<file path="src/rtl/pc_gen_pkg.sv">
// Shared types and default vectors for the IF-stage program-counter generator.
package pc_gen_pkg;

    typedef enum logic [1:0] {
        BOOT = 2'd0,
        RUN  = 2'd1,
        HALT = 2'd2
    } state_e;

    typedef enum logic [1:0] {
        CAUSE_NONE   = 2'd0,
        CAUSE_BRANCH = 2'd1,
        CAUSE_EXC    = 2'd2
    } cause_e;

    localparam logic [31:0] DEFAULT_RESET_VEC   = 32'h0000_0000;
    localparam logic [31:0] DEFAULT_EXC_VEC     = 32'h0000_0008;
    localparam int          DEFAULT_INSTR_BYTES = 4;

endpackage

</file>
<file path="src/rtl/pc_redirect_buf.sv">
// Single-entry buffer holding a redirect that arrived while the pipeline was stalled.
// An exception always replaces a buffered branch; a branch never displaces an exception.
module pc_redirect_buf
    import pc_gen_pkg::*;
#(
    parameter int XLEN = 32
) (
    input  logic            clk,
    input  logic            rst,
    input  logic            clear_i,
    input  logic            capture_exc_i,
    input  logic [XLEN-1:0] exc_target_i,
    input  logic            capture_br_i,
    input  logic [XLEN-1:0] br_target_i,
    output logic            pending_o,
    output logic [XLEN-1:0] target_o
);

    logic            valid_q,  valid_d;
    cause_e          cause_q,  cause_d;
    logic [XLEN-1:0] target_q, target_d;

    // NOTE: every variable driven here gets a default first, so no path leaves it unassigned (no latch).
    always_comb begin
        valid_d  = valid_q;
        cause_d  = cause_q;
        target_d = target_q;
        if (clear_i) begin
            valid_d = 1'b0;
            cause_d = CAUSE_NONE;
        end else if (capture_exc_i) begin
            valid_d  = 1'b1;
            cause_d  = CAUSE_EXC;
            target_d = exc_target_i;
        end else if (capture_br_i && (cause_q != CAUSE_EXC)) begin
            valid_d  = 1'b1;
            cause_d  = CAUSE_BRANCH;
            target_d = br_target_i;
        end
    end

    // NOTE: state registers use non-blocking assignments; the target is reset too so it never reads as X.
    always_ff @(posedge clk or posedge rst) begin
        if (rst) begin
            valid_q  <= 1'b0;
            cause_q  <= CAUSE_NONE;
            target_q <= '0;
        end else begin
            valid_q  <= valid_d;
            cause_q  <= cause_d;
            target_q <= target_d;
        end
    end

    assign pending_o = valid_q;
    assign target_o  = target_q;

endmodule

</file>
<file path="src/rtl/pc_gen.sv">
// IF-stage PC generator: BOOT/RUN/HALT control, next-PC priority mux and stall-time redirect buffering.
// Optional stall-cycle counter is built when PC_GEN_STALL_CNT_EN is defined; otherwise stall_cycles_o is 0.
module pc_gen
    import pc_gen_pkg::*;
#(
    parameter int              XLEN        = 32,
    parameter logic [XLEN-1:0] RESET_VEC   = XLEN'(DEFAULT_RESET_VEC),
    parameter logic [XLEN-1:0] EXC_VEC     = XLEN'(DEFAULT_EXC_VEC),
    parameter int              INSTR_BYTES = DEFAULT_INSTR_BYTES
) (
    input  logic            clk,
    input  logic            rst,
    input  logic            stall_i,
    input  logic            br_redirect_i,
    input  logic [XLEN-1:0] br_target_i,
    input  logic            exc_i,
    input  logic            halt_i,
    input  logic            resume_i,
    output logic [XLEN-1:0] pc_o,
    output logic            fetch_valid_o,
    output logic            redirect_pending_o,
    output logic [31:0]     stall_cycles_o
);

    localparam logic [XLEN-1:0] STEP       = XLEN'(INSTR_BYTES);
    localparam logic [XLEN-1:0] ALIGN_MASK = ~(STEP - XLEN'(1));
    localparam logic [XLEN-1:0] EXC_TARGET = EXC_VEC & ALIGN_MASK;

    state_e          state_q, state_d;
    logic [XLEN-1:0] pc_q, pc_d;
    logic            buf_clear, buf_cap_exc, buf_cap_br;
    logic            pend_valid;
    logic [XLEN-1:0] pend_target;
    logic [XLEN-1:0] br_target_aligned;

    assign br_target_aligned = br_target_i & ALIGN_MASK;

    pc_redirect_buf #(
        .XLEN (XLEN)
    ) u_redirect_buf (
        .clk           (clk),
        .rst           (rst),
        .clear_i       (buf_clear),
        .capture_exc_i (buf_cap_exc),
        .exc_target_i  (EXC_TARGET),
        .capture_br_i  (buf_cap_br),
        .br_target_i   (br_target_aligned),
        .pending_o     (pend_valid),
        .target_o      (pend_target)
    );

    // A halt is only honoured on a sequential step: any redirect in the same cycle flushes it.
    always_comb begin
        state_d     = state_q;
        pc_d        = pc_q;
        buf_clear   = 1'b0;
        buf_cap_exc = 1'b0;
        buf_cap_br  = 1'b0;
        case (state_q)
            BOOT: begin
                state_d     = RUN;
                buf_cap_exc = exc_i;
            end
            RUN: begin
                if (stall_i) begin
                    buf_cap_exc = exc_i;
                    buf_cap_br  = br_redirect_i;
                end else if (exc_i) begin
                    pc_d      = EXC_TARGET;
                    buf_clear = 1'b1;
                end else if (pend_valid) begin
                    pc_d      = pend_target;
                    buf_clear = 1'b1;
                end else if (br_redirect_i) begin
                    pc_d = br_target_aligned;
                end else if (halt_i) begin
                    state_d = HALT;
                end else begin
                    pc_d = pc_q + STEP;
                end
            end
            HALT: begin
                if (exc_i) begin
                    state_d = RUN;
                    pc_d    = EXC_TARGET;
                end else if (resume_i) begin
                    state_d = RUN;
                end
            end
            default: state_d = BOOT;
        endcase
    end

    always_ff @(posedge clk or posedge rst) begin
        if (rst) begin
            state_q <= BOOT;
            pc_q    <= RESET_VEC;
        end else begin
            state_q <= state_d;
            pc_q    <= pc_d;
        end
    end

    assign pc_o               = pc_q;
    assign fetch_valid_o      = (state_q == RUN);
    assign redirect_pending_o = pend_valid;

`ifdef PC_GEN_STALL_CNT_EN
    logic [31:0] stall_cnt_q;

    always_ff @(posedge clk or posedge rst) begin
        if (rst) begin
            stall_cnt_q <= '0;
        end else if ((state_q == RUN) && stall_i && (stall_cnt_q != 32'hFFFF_FFFF)) begin
            stall_cnt_q <= stall_cnt_q + 32'd1;
        end
    end

    assign stall_cycles_o = stall_cnt_q;
`else
    assign stall_cycles_o = 32'd0;
`endif

endmodule

</file>
<file path="config.mk">
export PLATFORM = sky130hd
export DESIGN_NAME = pc_gen
export DESIGN_NICKNAME = d
export VERILOG_FILES = /design/src/rtl/pc_gen_pkg.sv /design/src/rtl/pc_redirect_buf.sv /design/src/rtl/pc_gen.sv
export SDC_FILE = /design/constraint.sdc
export NUM_CORES = 1
export LEC_CHECK = 0
export BUFFER_PORTS_ARGS = -buffer_cell sky130_fd_sc_hd__buf_2
export CELL_PAD_IN_SITES_DETAIL_PLACEMENT = 2
export CELL_PAD_IN_SITES_GLOBAL_PLACEMENT = 2
export CORE_MARGIN = 1.5
export CORE_UTILIZATION = 34
export DETAILED_ROUTE_END_ITERATION = 6
export GPL_ROUTABILITY_DRIVEN = 0
export PLACE_DENSITY_LB_ADDON = 0.1
export REMOVE_ABC_BUFFERS = 1
export SYNTH_ARGS = -nofsm -noshare
export SYNTH_HDL_FRONTEND = slang
export SYNTH_SLANG_ARGS = --single-unit
</file>
<file path="constraint.sdc">
create_clock -name clk -period 4.2 [get_ports clk]
set_clock_uncertainty 0.15 [all_clocks]
set_input_delay 0.21 -clock clk [delete_from_list [all_inputs] [get_ports clk]]
set_output_delay 0.21 -clock clk [all_outputs]
set_load 0.005 [all_outputs]
</file>
==> impl_metrics.yaml <==
worst_setup_path:
  slowest_stage: "or4b_4"
  crit_type: "reg2reg"
  r2r_start: "u_redirect_buf.pending_o$_DFFE_PP0P_"
  r2r_end: "pc_o[26]$_DFFE_PP0P_"
  required_ps: 4270
  startpoint_type: "flop"
  critical-path-max-stage-delay_ps: 660
  rr_worst_depth: 6
  crit_chain: "or4b_4, o211ai_4, buf_4, a221oi_1, a21o_1, a22o_1"
  endpoint_kind: "flop"
  reg2reg_slack_ps: 1450
  critPathArrivalTime_ps: 2820
  critPathLaunch: "u_redirect_buf.pending_o$_DFFE_PP0P_"
  cp_max_fo: 31
grt:
  grt_overflow: 0
  grt_use_total: 0.229
  grt_pass1_wl_um: 22800
  antenna_found_initial: 0
  grt_pass1_vias: 4294
  grt_max_degree: 36
sta:
  min_period_ps: 2750
  rsz0062_at_grt: "false"
  max_slew_margin: 0.500
  setup_tns_ps: 0
  whs_ps: 55.3
  fmax_mhz: 364
  post-route-period-util: 0.654
  tightest_slew_ps: 744
  setup_viol: 0
  report.final.slew_viol_count: 0
  hold_viol: 0
detailed_routing:
  postRouteAntennaNets: 0
  first_iter_violations: 178
  drc: 0
  drt-wirelength-per-cell_um: 19.7
  avgViaCountPerCell: 5.55
  vias: 3918
  dr.pass1.iters: 5
  wl_um: 13900
clocking:
  cts_root_buf: "clkbuf_16"
  clock_path_buffers: 2
  cts_made_buffers: 9
  cts_sinks: 65
  clk_latency_ps: 340
  tritoncts: "built"
  cts_max_level: 3
  postCtsSetupBuffers: 0
  cts.clk_slew.worst_paths_ps: 50
yosys:
  synth_warnings: 0
  yosys_register_bits: 65
  netlist_top_cells_area: "dfrtp_1 39%, a22o_1 7.6%, buf_4 6.2%"
  synth_area_mm2: 0.00413
  synth_top_area_cell: "dfrtp_1"
  synth.avg_cell_area_um2: 8.83
  yosysTopAreaCellShare: 0.394
  synth_ff_type: "dfrtp_1"
  ys_seq_area_frac: 0.394
  syn_inst: 468
  synthArstFlopShare: 1.00
  synth_edf_count: 0
  ys_types: 60
power:
  p_sw_uw: 1340
  power.leakage_uw: 0.00228
  p_clk_frac: 0.223
  powerDensity_mw_per_mm2: 621
  p_sw_frac: 0.431
  p_seq_frac: 0.352
  combPwrFrac: 0.424
  ir_worst_vdd_mv: 0.412
  internal_power_uw: 1770
placement:
  port-buffer-count: 68
  dpl.hpwl_um: 9550
die:
  io_pins: 105
  core-area_mm2: 0.0119
  die_y_um: 113
  die_area_mm2: 0.0128
  initial_core_util: 0.347
  num_rows: 40
  die_w_um: 113
finish:
  mostFrequentLayoutCell: "buf_2"
  drive_above_1_share: 0.181
  final_cell_mix: "68 x buf_2, 64 x dfrtp_1, 45 x nor2_1"
  fin_nets: 600
  antennaDiodeCount: 0
  utilization: 0.420
  area_delta_synth_final_pct: 21.3
worst_hold_path:
  hold_path_depth: 3
  hold_class: "in2reg"
  min_from: "exc_i"
  min_to: "u_redirect_buf.target_o[3]$_DFFE_PP0P_"
run_status:
  status: "complete, no violations"
run:
  cap_violations: 0
power groups by stage:
stage                     Clock, uW  Combinational, uW  Sequential (uW)
after global placement            0               1240             1090
after global routing            738               1470             1140
final                           695               1320             1100
after floorplan                   0                802             1040
after detailed placement          0               1310             1100
after CTS                       712               1340             1100
registers in the layout, summed over array words and instances, names as in the netlist:
| signal | flops |
|---|---|
| u_redirect_buf.target_o | 30 |
| u_redirect_buf.cause_q | 2 |
| state_q | 2 |
| pc_o | 30 |
| u_redirect_buf.pending_o | 1 |
cell type report:
class | instances | area [um^2]
tap | 147 | 184
clock buffer | 14 | 264
sequential | 65 | 1630
timing repair buffer | 106 | 703
inverter | 23 | 86.3
multi-input combinational | 351 | 2140
fill | 1337 | 6900
stage by stage:
stage / power (uW) / setup WS [ps] / std cells / instance area, um^2
floorplan: 1840 / 1400 / 439 / 3850
global placement: 2330 / 1480 / 661 / 4430
detailed placement: 2410 / 1450 / 661 / 4430
CTS: 3150 / 1440 / 706 / 5010
global route: 3350 / 1340 / 706 / 5010
finish: 3110 / 1450 / 706 / 5010
synth_stat cells, types with 7 or more instances:
cell type	n
inv_1	23
o21ai_0	38
clkbuf_1	14
dfrtp_1	65
buf_4	34
a21oi_1	13
nand3_1	23
a21o_1	7
nand2_1	38
buf_2	8
nand4_1	13
a22o_1	36
a221oi_1	9
nor2_1	45
cells by family (layout without fill, tap and decap cells):
family,count (synthesis),in the layout,share of synthesized area
AO/OA/AOI/OAI,148,148,0.263
flip-flops,65,65,0.394
buffers and inverters,85,143,0.118
adder cells (fa/ha/maj),5,5,0.0151
multiplexers,8,8,0.0203
AND/OR/NAND/NOR,151,151,0.179
XOR/XNOR,5,5,0.0106
other,1,34,0.000908
per-layer routing:
layer | routed length [um] | share of wire | GRT usage | up-vias
li1 | - | - | - | 1816
met1 | 6200 | 0.45 | 0.283 | 2003
met2 | 7030 | 0.51 | 0.406 | 85
met3 | 460 | 0.033 | 0.0498 | 14
met4 | 209 | 0.015 | 0.0583 | 0
met5 | 0 | 0 | 0 | -
what timing repair did:
action | in CTS | in global routing
hold buffers | 31 | 0
resized for setup | 0 | 0
endpoints found under the hold margin | 60 | 0
how the worst max path moves through the flow:
| stage | cells past startpoint | end |
|---|---|---|
| after global routing | 8 | pc_o[10]$_DFFE_PP0P_ |
| after CTS | 6 | pc_o[26]$_DFFE_PP0P_ |
| after floorplan | 5 | pc_o[27]$_DFFE_PP0P_ |
| after global placement | 6 | pc_o[21]$_DFFE_PP0P_ |
| final | 6 | pc_o[26]$_DFFE_PP0P_ |
| after detailed placement | 6 | pc_o[9]$_DFFE_PP0P_ |
critical path, delay by kind of cell, from the launching register on:
family                 cells  cell delay [ps]
AOI/OAI and AO/OA          4              910
and+or+nand+nor            1              660
DFF                        1              600
buffers and inverters      1              300
Power figures use the tool's default switching activity.
